<file path="config.mk">
export PLATFORM = sky130hd
export DESIGN_NAME = pair_serializer
export DESIGN_NICKNAME = d
export VERILOG_FILES = /design/src/rtl/pair_serializer_pkg.sv /design/src/rtl/pair_serializer.sv
export SDC_FILE = /design/constraint.sdc
export NUM_CORES = 1
export LEC_CHECK = 0
export BUFFER_PORTS_ARGS = -buffer_cell sky130_fd_sc_hd__buf_2
export CAP_MARGIN = 40
export CORE_MARGIN = 2
export CORE_UTILIZATION = 35
export CTS_BUF_LIST = sky130_fd_sc_hd__clkbuf_8
export DETAILED_ROUTE_END_ITERATION = 6
export GPL_TIMING_DRIVEN = 0
export PLACE_DENSITY = 0.55
export SYNTH_ARGS = -nofsm -noshare
export SYNTH_HDL_FRONTEND = slang
export SYNTH_SLANG_ARGS = --single-unit
</file>
<file path="constraint.sdc">
create_clock -name clk -period 1.7 [get_ports clk]
set_input_delay 0.17 -clock clk [delete_from_list [all_inputs] [get_ports clk]]
set_output_delay 0.17 -clock clk [all_outputs]
set_load 0.01 [all_outputs]
</file>
<file path="src/rtl/pair_serializer_pkg.sv">
// pair_serializer_pkg: element type, data width and FSM state encoding for pair_serializer
package pair_serializer_pkg;
  localparam int DATA_W = 8;
  typedef struct packed {
    logic              tag;
    logic [DATA_W-1:0] payload;
  } elem_t;
  typedef enum logic [1:0] {EMPTY, HOLD_FIRST, HOLD_SECOND} ser_state_e;
endpackage

</file>
<file path="src/rtl/pair_serializer.sv">
// pair_serializer: splits a masked element pair into a valid/ready stream of single elements
//   in_valid/in_ready/in_pair/in_mask : pair input, mask bit i marks element [i] present
//   out_valid/out_ready/out_elem/out_last : element output, out_last flags the pair's final element
//   elem_cnt : wrapping count of consumed elements; drop_cnt : saturating count of empty pairs
module pair_serializer
  import pair_serializer_pkg::*;
#(
  parameter int CNT_W      = 16,
  parameter bit HIGH_FIRST = 1'b0
) (
  input  logic             clk,
  input  logic             rst_n,
  input  logic             in_valid,
  output logic             in_ready,
  input  elem_t [1:0]      in_pair,
  input  logic [1:0]       in_mask,
  output logic             out_valid,
  input  logic             out_ready,
  output elem_t            out_elem,
  output logic             out_last,
  output logic [CNT_W-1:0] elem_cnt,
  output logic [7:0]       drop_cnt
);
  // emission order: F is the index emitted first, S the index emitted second
  localparam int F = HIGH_FIRST ? 1 : 0;
  localparam int S = HIGH_FIRST ? 0 : 1;
  ser_state_e       state_q;
  elem_t            out_elem_q, sec_q;
  logic             out_last_q;
  logic [CNT_W-1:0] elem_cnt_q;
  logic [7:0]       drop_cnt_q;
  logic             consume, fin, accept;
  assign out_valid = state_q != EMPTY;
  assign consume   = out_valid && out_ready;
  assign fin       = consume && out_last_q;
  // a final consume frees the holding register in the same cycle, so a new pair may enter
  assign in_ready  = (state_q == EMPTY) || fin;
  assign accept    = in_valid && in_ready;
  assign out_elem  = out_elem_q;
  assign out_last  = out_last_q;
  assign elem_cnt  = elem_cnt_q;
  assign drop_cnt  = drop_cnt_q;
  always_ff @(posedge clk or negedge rst_n) begin
    if (!rst_n) begin
      state_q    <= EMPTY;
      out_elem_q <= '0;
      sec_q      <= '0;
      out_last_q <= 1'b0;
      elem_cnt_q <= '0;
      drop_cnt_q <= '0;
    end else begin
      if (consume) elem_cnt_q <= elem_cnt_q + 1'b1;
      if (accept) begin
        if (in_mask == 2'b00) begin
          state_q    <= EMPTY;
          out_last_q <= 1'b0;
          if (drop_cnt_q != 8'hff) drop_cnt_q <= drop_cnt_q + 1'b1;
        end else begin
          state_q    <= in_mask[F] ? HOLD_FIRST : HOLD_SECOND;
          out_elem_q <= in_mask[F] ? in_pair[F] : in_pair[S];
          out_last_q <= !(in_mask[F] && in_mask[S]);
          sec_q      <= in_pair[S];
        end
      end else if (fin) begin
        state_q    <= EMPTY;
        out_last_q <= 1'b0;
      end else if (consume) begin
        // only a HOLD_FIRST beat with a second element pending reaches here
        state_q    <= HOLD_SECOND;
        out_elem_q <= sec_q;
        out_last_q <= 1'b1;
      end
    end
  end
endmodule

</file>
Word-level counts from Yosys, hierarchy flattened

Index checks and enable logic that the tools add are counted.

Bits in registers: 45
Input bits: 24
Output and inout port bits: 36

Add/subtract/negate cells: 2
Equal/unequal tests: 3
Multiplexer cells: 14
Bitwise operators: 1
Reductions and logical operators: 14

Operators with widths:

| cell                  | count |
|---|---|
| $mux 9                | 5 |
| $add 16x1->16 const B | 1 |
| $mux 2                | 5 |
| $add 8x1->8 const B   | 1 |
| $ne 8x8->1 const B    | 1 |
| $reduce_and 3->1      | 2 |
| $logic_and 1x1->1     | 4 |
| $logic_not 2->1       | 2 |
| $mux 1                | 4 |
| $reduce_bool 2->1     | 2 |
| $reduce_bool 3->1     | 1 |
| $ne 2x1->1 const B    | 1 |
| $ne 2x2->1 const B    | 1 |
| $reduce_and 2->1      | 1 |
| $logic_not 1->1       | 1 |
| $logic_or 1x1->1      | 1 |
| $not 1->1             | 1 |

Longest topological paths before layout

Gate-level depths: netlist (run 1).

Depth after elaboration: 7
Gate-level depth with buffers: 8

Least setup slack after synthesis (run 1)

Ideal clock, no wire load.

Path type: in2reg
Start point: input in_mask[0]
End point: register sec_q[0] in the netlist's numbering
Library setup time: 125 ps
Arrival: 1505 ps
Setup slack: 70 ps
Stages on the path: 6
Path buffers: 2
Cell sequence: clkbuf_1 -> inv_1 -> ha_1 -> or2_1 -> buf_2 -> mux2_2

Longest elaborated chain between the ends: 3

Ends and longest elaborated chain:

| element                           | RTL line              | text |
|---|---|---|
| start: declaration                | pair_serializer.sv:16 | `input logic [1:0] in_mask,` |
| $logic_not 2->1                   | pair_serializer.sv:54 | `if (in_mask == 2'b00) begin` |
| $not 1->1 (no source line)        | n/a                   |  |
| $reduce_and 2->1 (no source line) | n/a                   |  |
| end signal: assignment            | pair_serializer.sv:62 | `sec_q <= in_pair[S];` |
| end: declaration                  | pair_serializer.sv:28 | `elem_t out_elem_q, sec_q;` |

Every way passes these cells.
A chain may end at the register's enable or synchronous reset.

Worst setup path in the final report (run 1)

Start point: register state_q[1]
End point: register sec_q[1] in the netlist's numbering

Longest elaborated chain between the ends: 6
Elaborated cells between the ends (all ways): 7
Classes of those cells: reduce/logical: 7

Ends and longest elaborated chain:

| element                             | RTL line              | text |
|---|---|---|
| start: declaration                  | pair_serializer.sv:27 | `ser_state_e state_q;` |
| start signal: assignment            | pair_serializer.sv:59 | `state_q <= in_mask[F] ? HOLD_FIRST : HOLD_SECOND;` |
| $reduce_bool 2->1                   | pair_serializer.sv:33 | `assign out_valid = state_q != EMPTY;` |
| $logic_and 1x1->1                   | pair_serializer.sv:34 | `assign consume = out_valid && out_ready;` |
| $logic_and 1x1->1                   | pair_serializer.sv:35 | `assign fin = consume && out_last_q;` |
| $logic_or 1x1->1 *                  | pair_serializer.sv:37 | `assign in_ready = (state_q == EMPTY) \|\| fin;` |
| $logic_and 1x1->1 *                 | pair_serializer.sv:38 | `assign accept = in_valid && in_ready;` |
| $reduce_and 2->1 (no source line) * | n/a                   |  |

Mark *: on every way between the ends. The rest lies on a longest branch, timed or not.

==> metrics, run 1 <==
TritonCTS Buffers 5; setup slack, reg-to-reg 110 ps; RR Endpoint sec_q[1]; Synth top area share 52.6%; number of global-route vias before repair 1591; Routed Antenna Nets 0; grt total ovfl 0; number of flops mapped to enable cells by yosys 0; Pre-Repair DR Iteration Count 4; setup_tns 0 ps; Seq cells post-synth 45; Yosys cell types 31; HPWL after detailed placement 3270 microns; Synth area leaders dfrtp_1 (53%), mux2_2 (12%), xnor2_1 (4.9%); initial antenna violation count 0; GPL Wtd Cong 0.726; post-placement cell area 2540 sq um; Vias 1597; Slew Limit Fails 0; Routed WL 4490 microns; Least-Margin Pin Slew 606 ps; Antenna Cells 0; element type at the critical path start flop; vias per cell 4.82; CTS tree done; sequential area share after synthesis 52.6%; final number of setup-violating endpoints 0; Syn Std Cell Area 2140 sq um; Data arrival, critical path 1780 ps; asr flop ratio synth 100%; Post-Syn Nets 216; worst skew pair latency 300 ps; Rows 28; Setup crit end kind flop; wire per inst 13.6 microns; Lkg Pwr 0.00134 uW; Post-Syn Instances 188; Design Area, Final 2700 sq um; first-pass GRT wire length 7260 microns; # DRC 0; Core ar. 5920 sq um; FF-to-FF Start state_q[1]; commonest non-fill, non-tap cells in the layout buf_2 (61), dfrtp_1 (45), nand2_1 (27), mux2_2 (22), xnor2_1 (12); Worst Clk Skew 5.15 ps; Slew headroom 59.3%; clk buf depth 2; nets 283; Die W 82.2 microns; chip height 82.2 microns; Ports 60; Clock Pin Slew Worst Setup and Hold Paths 90 ps; Mapped Avg Cell Area 11.4 sq um; MaxCap Viol Count 0; Non-Filler Instances 331; Synth Warn # 0; Pwr Density 1410 nW/um^2; largest net degree at the start of global routing 29; combined area of the multi-input logic cells 1020 sq um; hold crit path type input pin to flop; status finished, final reports clean; Critical Path Sink sec_q[1]; Worst VDD drop 0.629 mV; Layout area overhead 26.2%; Iter 0 DRT Violations 46; share of cells above drive strength 1 39.8%; Starting Density 36.1%; Sink Count 45; final hold vios 0; # fillers 579; Total GRT Usage 14.1%; CP required 1890 ps; top_reg_cell synth dfrtp_1; H-tree depth 2; Synth area leader dfrtp_1; worst-path fanout max 10; kind of critical path flop to flop; Fmax 627 MHz; most common cell after layout, fill and taps aside buf_2; Hold WS 112 ps; root buffer cell clkbuf_8; Final min period 1590 ps; register area 1130 sq um; Port Buf Inserts 58; Final period util 93.8%; Placed Cells 322; reg2reg path depth 5; Die ar. 6750 sq um; Critical path origin state_q[1]
-- where the power goes --
part / switching [uW] / internal (uW) / total, uW
registers: 311 / 1430 / 1740
clock network: 361 / 368 / 729
logic: 685 / 654 / 1340
total: 1360 / 2450 / 3810
-- cell families (layout without fill, tap and decap cells) --
kind of cell | Yosys count | in the layout | share of synthesized area, %
AND/OR/NAND/NOR | 62 | 62 | 14.2
flip-flops | 45 | 45 | 52.6
multiplexers | 31 | 31 | 15.8
AO/OA/AOI/OAI | 19 | 19 | 5.73
XOR/XNOR | 19 | 19 | 7.78
buffers and inverters | 8 | 76 | 1.58
adder cells (fa/ha/maj) | 4 | 4 | 2.34
-- flip-flops by register name, indices dropped and copies added, names as in the netlist --
name and flops:
elem_cnt 16, out_elem 9, sec_q 9, drop_cnt 8
state_q 2, out_last 1
-- critical path, stage by stage (launching register included) --
cell	delay (ps)
dfrtp_1	470
o2bb2ai_4	240
nand2_1	90
or2_1	200
buf_2	200
mux2_2	300
-- metrics by stage --
stage | util, % | worst slack, ps | total power (uW)
after CTS | 44.9 | 28.4 | 3820
after global routing | 45.6 | -0.635 | 4120
after global placement | 42.6 | -357 | 3030
after floorplan | - | 70.4 | 2550
after detailed placement | 43.0 | -397 | 3070
final | 45.6 | 105 | 3810
-- routing by layer --
| metal | global-route usage (%) | share of wire, % | vias up | wire [microns] |
|---|---|---|---|---|
| met3 | 3.91 | 4.9 | 6 | 219 |
| met2 | 24.4 | 50 | 36 | 2250 |
| met4 | 4.00 | 1.2 | 0 | 52 |
| li1 | - | - | 786 | - |
| met5 | 0 | 0 | - | 0 |
| met1 | 17.0 | 44 | 769 | 1970 |
-- cells in the mapped netlist, types with 2 or more instances --
master and count:
dfrtp_1 45, nand2_1 27, mux2_2 22, xnor2_1 12, o21ai_0 10, mux2i_1 9, nand3_1 8, nor2_1 7
xor2_1 7, nor3_1 6, nand4_1 5, ha_1 4, inv_1 4, buf_2 3, and3_1 2, nor2b_1 2
-- worst min-delay path by stage --
stage               depth (start not counted)         from     endpoint
finish                                      2  in_pair[11]     sec_q[2]
global route                                2  in_pair[11]     sec_q[2]
CTS                                         2  in_pair[11]     sec_q[2]
detailed placement                          1        rst_n  elem_cnt[3]
floorplan                                   0        rst_n  drop_cnt[0]
global placement                            1        rst_n  elem_cnt[5]
-- repair_timing --
action,in CTS,in global routing
setup endpoints to repair,9,28
gates resized for setup,1,8
buffers inserted,0,0
pin swaps,0,1
hold buffers,1,0
endpoints found under the hold margin,17,0
-- layout make-up --
class | count | area share, %
clock inverter | 1 | 0.185
inverter | 4 | 0.556
sequential | 45 | 41.7
buffer | 4 | 0.741
clock buffer | 7 | 3.57
multi-input combinational | 135 | 37.9
timing repair buffer | 60 | 11.9
tap | 75 | 3.48
Power figures use the tool's default switching activity.
==> inputs of run 2 (changes only) <==
Settings changed: CORE_ASPECT_RATIO from default to 0.75.
==> run 2 against run 1 <==
Hold slack better by 9.8 ps; critical path depth unchanged; die area hardly changed; combinational power hardly changed; worst setup slack lost 2.3 ps; register-to-register slack is essentially flat; sequential cell count stayed put; wire length decreased by 4.1%; via count is 0.50% lower; non-clock buffer count is the same; core utilization up 0.93 points.
==> metrics, run 2 (synthesis results as in run 1) <==
Pwr Density 1430 nW/um^2; Final period util 93.9%; GPL Wtd Cong 0.711; Ports 60; # DRC 0; Pre-Repair DR Iteration Count 4; final core occ 46.5%; Starting Density 36.5%; TritonCTS Buffers 5; H-tree depth 2; Layout area overhead 27.4%; Data arrival, critical path 1770 ps; status finished, final reports clean; RSZ-0062 raised after global routing yes; final hold vios 0; Fmax 626 MHz; # fillers 589; largest net degree at the start of global routing 31; most common cell after layout, fill and taps aside buf_2; Die W 94.3 microns; Worst Clk Skew 10.8 ps; number of global-route vias before repair 1555; Total GRT Usage 13.7%; wire per inst 12.9 microns; Pwr Total 3910 uW; Vias 1589; first-pass GRT wire length 7200 microns; Worst VDD drop 0.759 mV; GR peak layer met2; clk buf depth 2; Lkg Pwr 0.00134 uW; vias per cell 4.76; switch share 34.6%; Routed Antenna Nets 0; Flop pwr share 44.6%; kind of critical path flop to flop; chip height 71.7 microns; Slew Limit Fails 0; max FFs per register 16; Sink Count 45; initial antenna violation count 0; Core ar. 5860 sq um; grt total ovfl 0; Clock Power Share 21.0%; met3 Use GR 3.58%; Switching Power 1350 uW; Die ar. 6760 sq um; worst-path fanout max 10; element type at the critical path start flop; Logic pwr share 34.3%; Routed WL 4310 microns; Antenna Cells 0; HPWL after detailed placement 3240 microns; Rows 24; Port Buf Inserts 58; Clock Pin Slew Worst Setup and Hold Paths 90 ps; post-CTS setup buffer count 0; grt met2 use 20.1%; share of cells above drive strength 1 39.8%; MaxCap Viol Count 0; CP required 1870 ps; Int Power 2560 uW; Slew headroom 71.6%; Iter 0 DRT Violations 42; commonest non-fill, non-tap cells in the layout buf_2 (61), dfrtp_1 (45), nand2_1 (27), mux2_2 (22), xnor2_1 (12); Least-Margin Pin Slew 426 ps; grt met1 use 19.6%; Setup crit end kind flop; Final min period 1600 ps; final setup margin 103 ps; nets 283; CTS tree done; DP Worst Slack -369 ps; worst skew pair latency 290 ps; hold crit path type input pin to flop; root buffer cell clkbuf_8; final number of setup-violating endpoints 0
-- run 2: metal layers --
metal | routed length, microns | share of wire (%)
met2 | 1910 | 44
met1 | 2160 | 50
met5 | 0 | 0
met3 | 181 | 4.2
met4 | 46 | 1.1
-- run 2: what timing repair did --
item | in CTS | in global routing
gates cloned | 0 | 0
resized for setup | 2 | 8
hold buffers | 1 | 0
endpoints found under the setup margin | 10 | 28
endpoints found under the hold margin | 15 | 0
pin swaps | 0 | 1
-- run 2: power by group through the flow --
| stage | logic [uW] | registers, uW | clock network (uW) |
|---|---|---|---|
| after floorplan | 742 | 1810 | 0 |
| after global placement | 1290 | 1740 | 0 |
| after detailed placement | 1310 | 1760 | 0 |
| after CTS | 1340 | 1730 | 853 |
| after global routing | 1520 | 1810 | 895 |
| final | 1340 | 1740 | 822 |
-- run 2: final cells by class --
type                            count  area, sq um  share of cell area [%]
Buffer                              4         20.0                   0.735
Clock buffer                        6         82.6                    3.03
Clock inverter                      2         33.8                    1.24
Inverter                            4         15.0                   0.551
Multi-Input combinational cell    135         1030                    37.8
Sequential cell                    45         1130                    41.3
Tap cell                           78         97.6                    3.58
Timing Repair Buffer               60          320                    11.8
-- run 2: metrics by stage --
step           TNS, ps  hold slack (ps)  std cells  instance area [sq um]
2_1_floorplan        0             -126        188                   2140
3_3_place_gp     -5940              412        324                   2530
3_5_place_dp     -5710              121        325                   2550
4_1_cts              0              109        334                   2690
5_1_grt              0              110        334                   2730
6_report             0              121        334                   2730
-- run 2: worst paths after layout --
check                      cells past startpoint            to  slack, ps    startpoint
min reg2reg                                    1  elem_cnt[15]        470  elem_cnt[15]
max reg2reg                                    5      sec_q[5]        100    state_q[1]
min in group asynchronous                      2   drop_cnt[5]        330         rst_n
max in group asynchronous                      3   out_elem[7]        870         rst_n
max                                            5      sec_q[5]        100    state_q[1]
min                                            2      sec_q[3]        120   in_pair[12]
-- run 2: worst max-delay path: stages, from the launching register on --
cell	delay (ps)
dfrtp_1	470
o2bb2ai_4	230
nand2_1	80
or2_1	200
buf_2	200
mux2_2	290
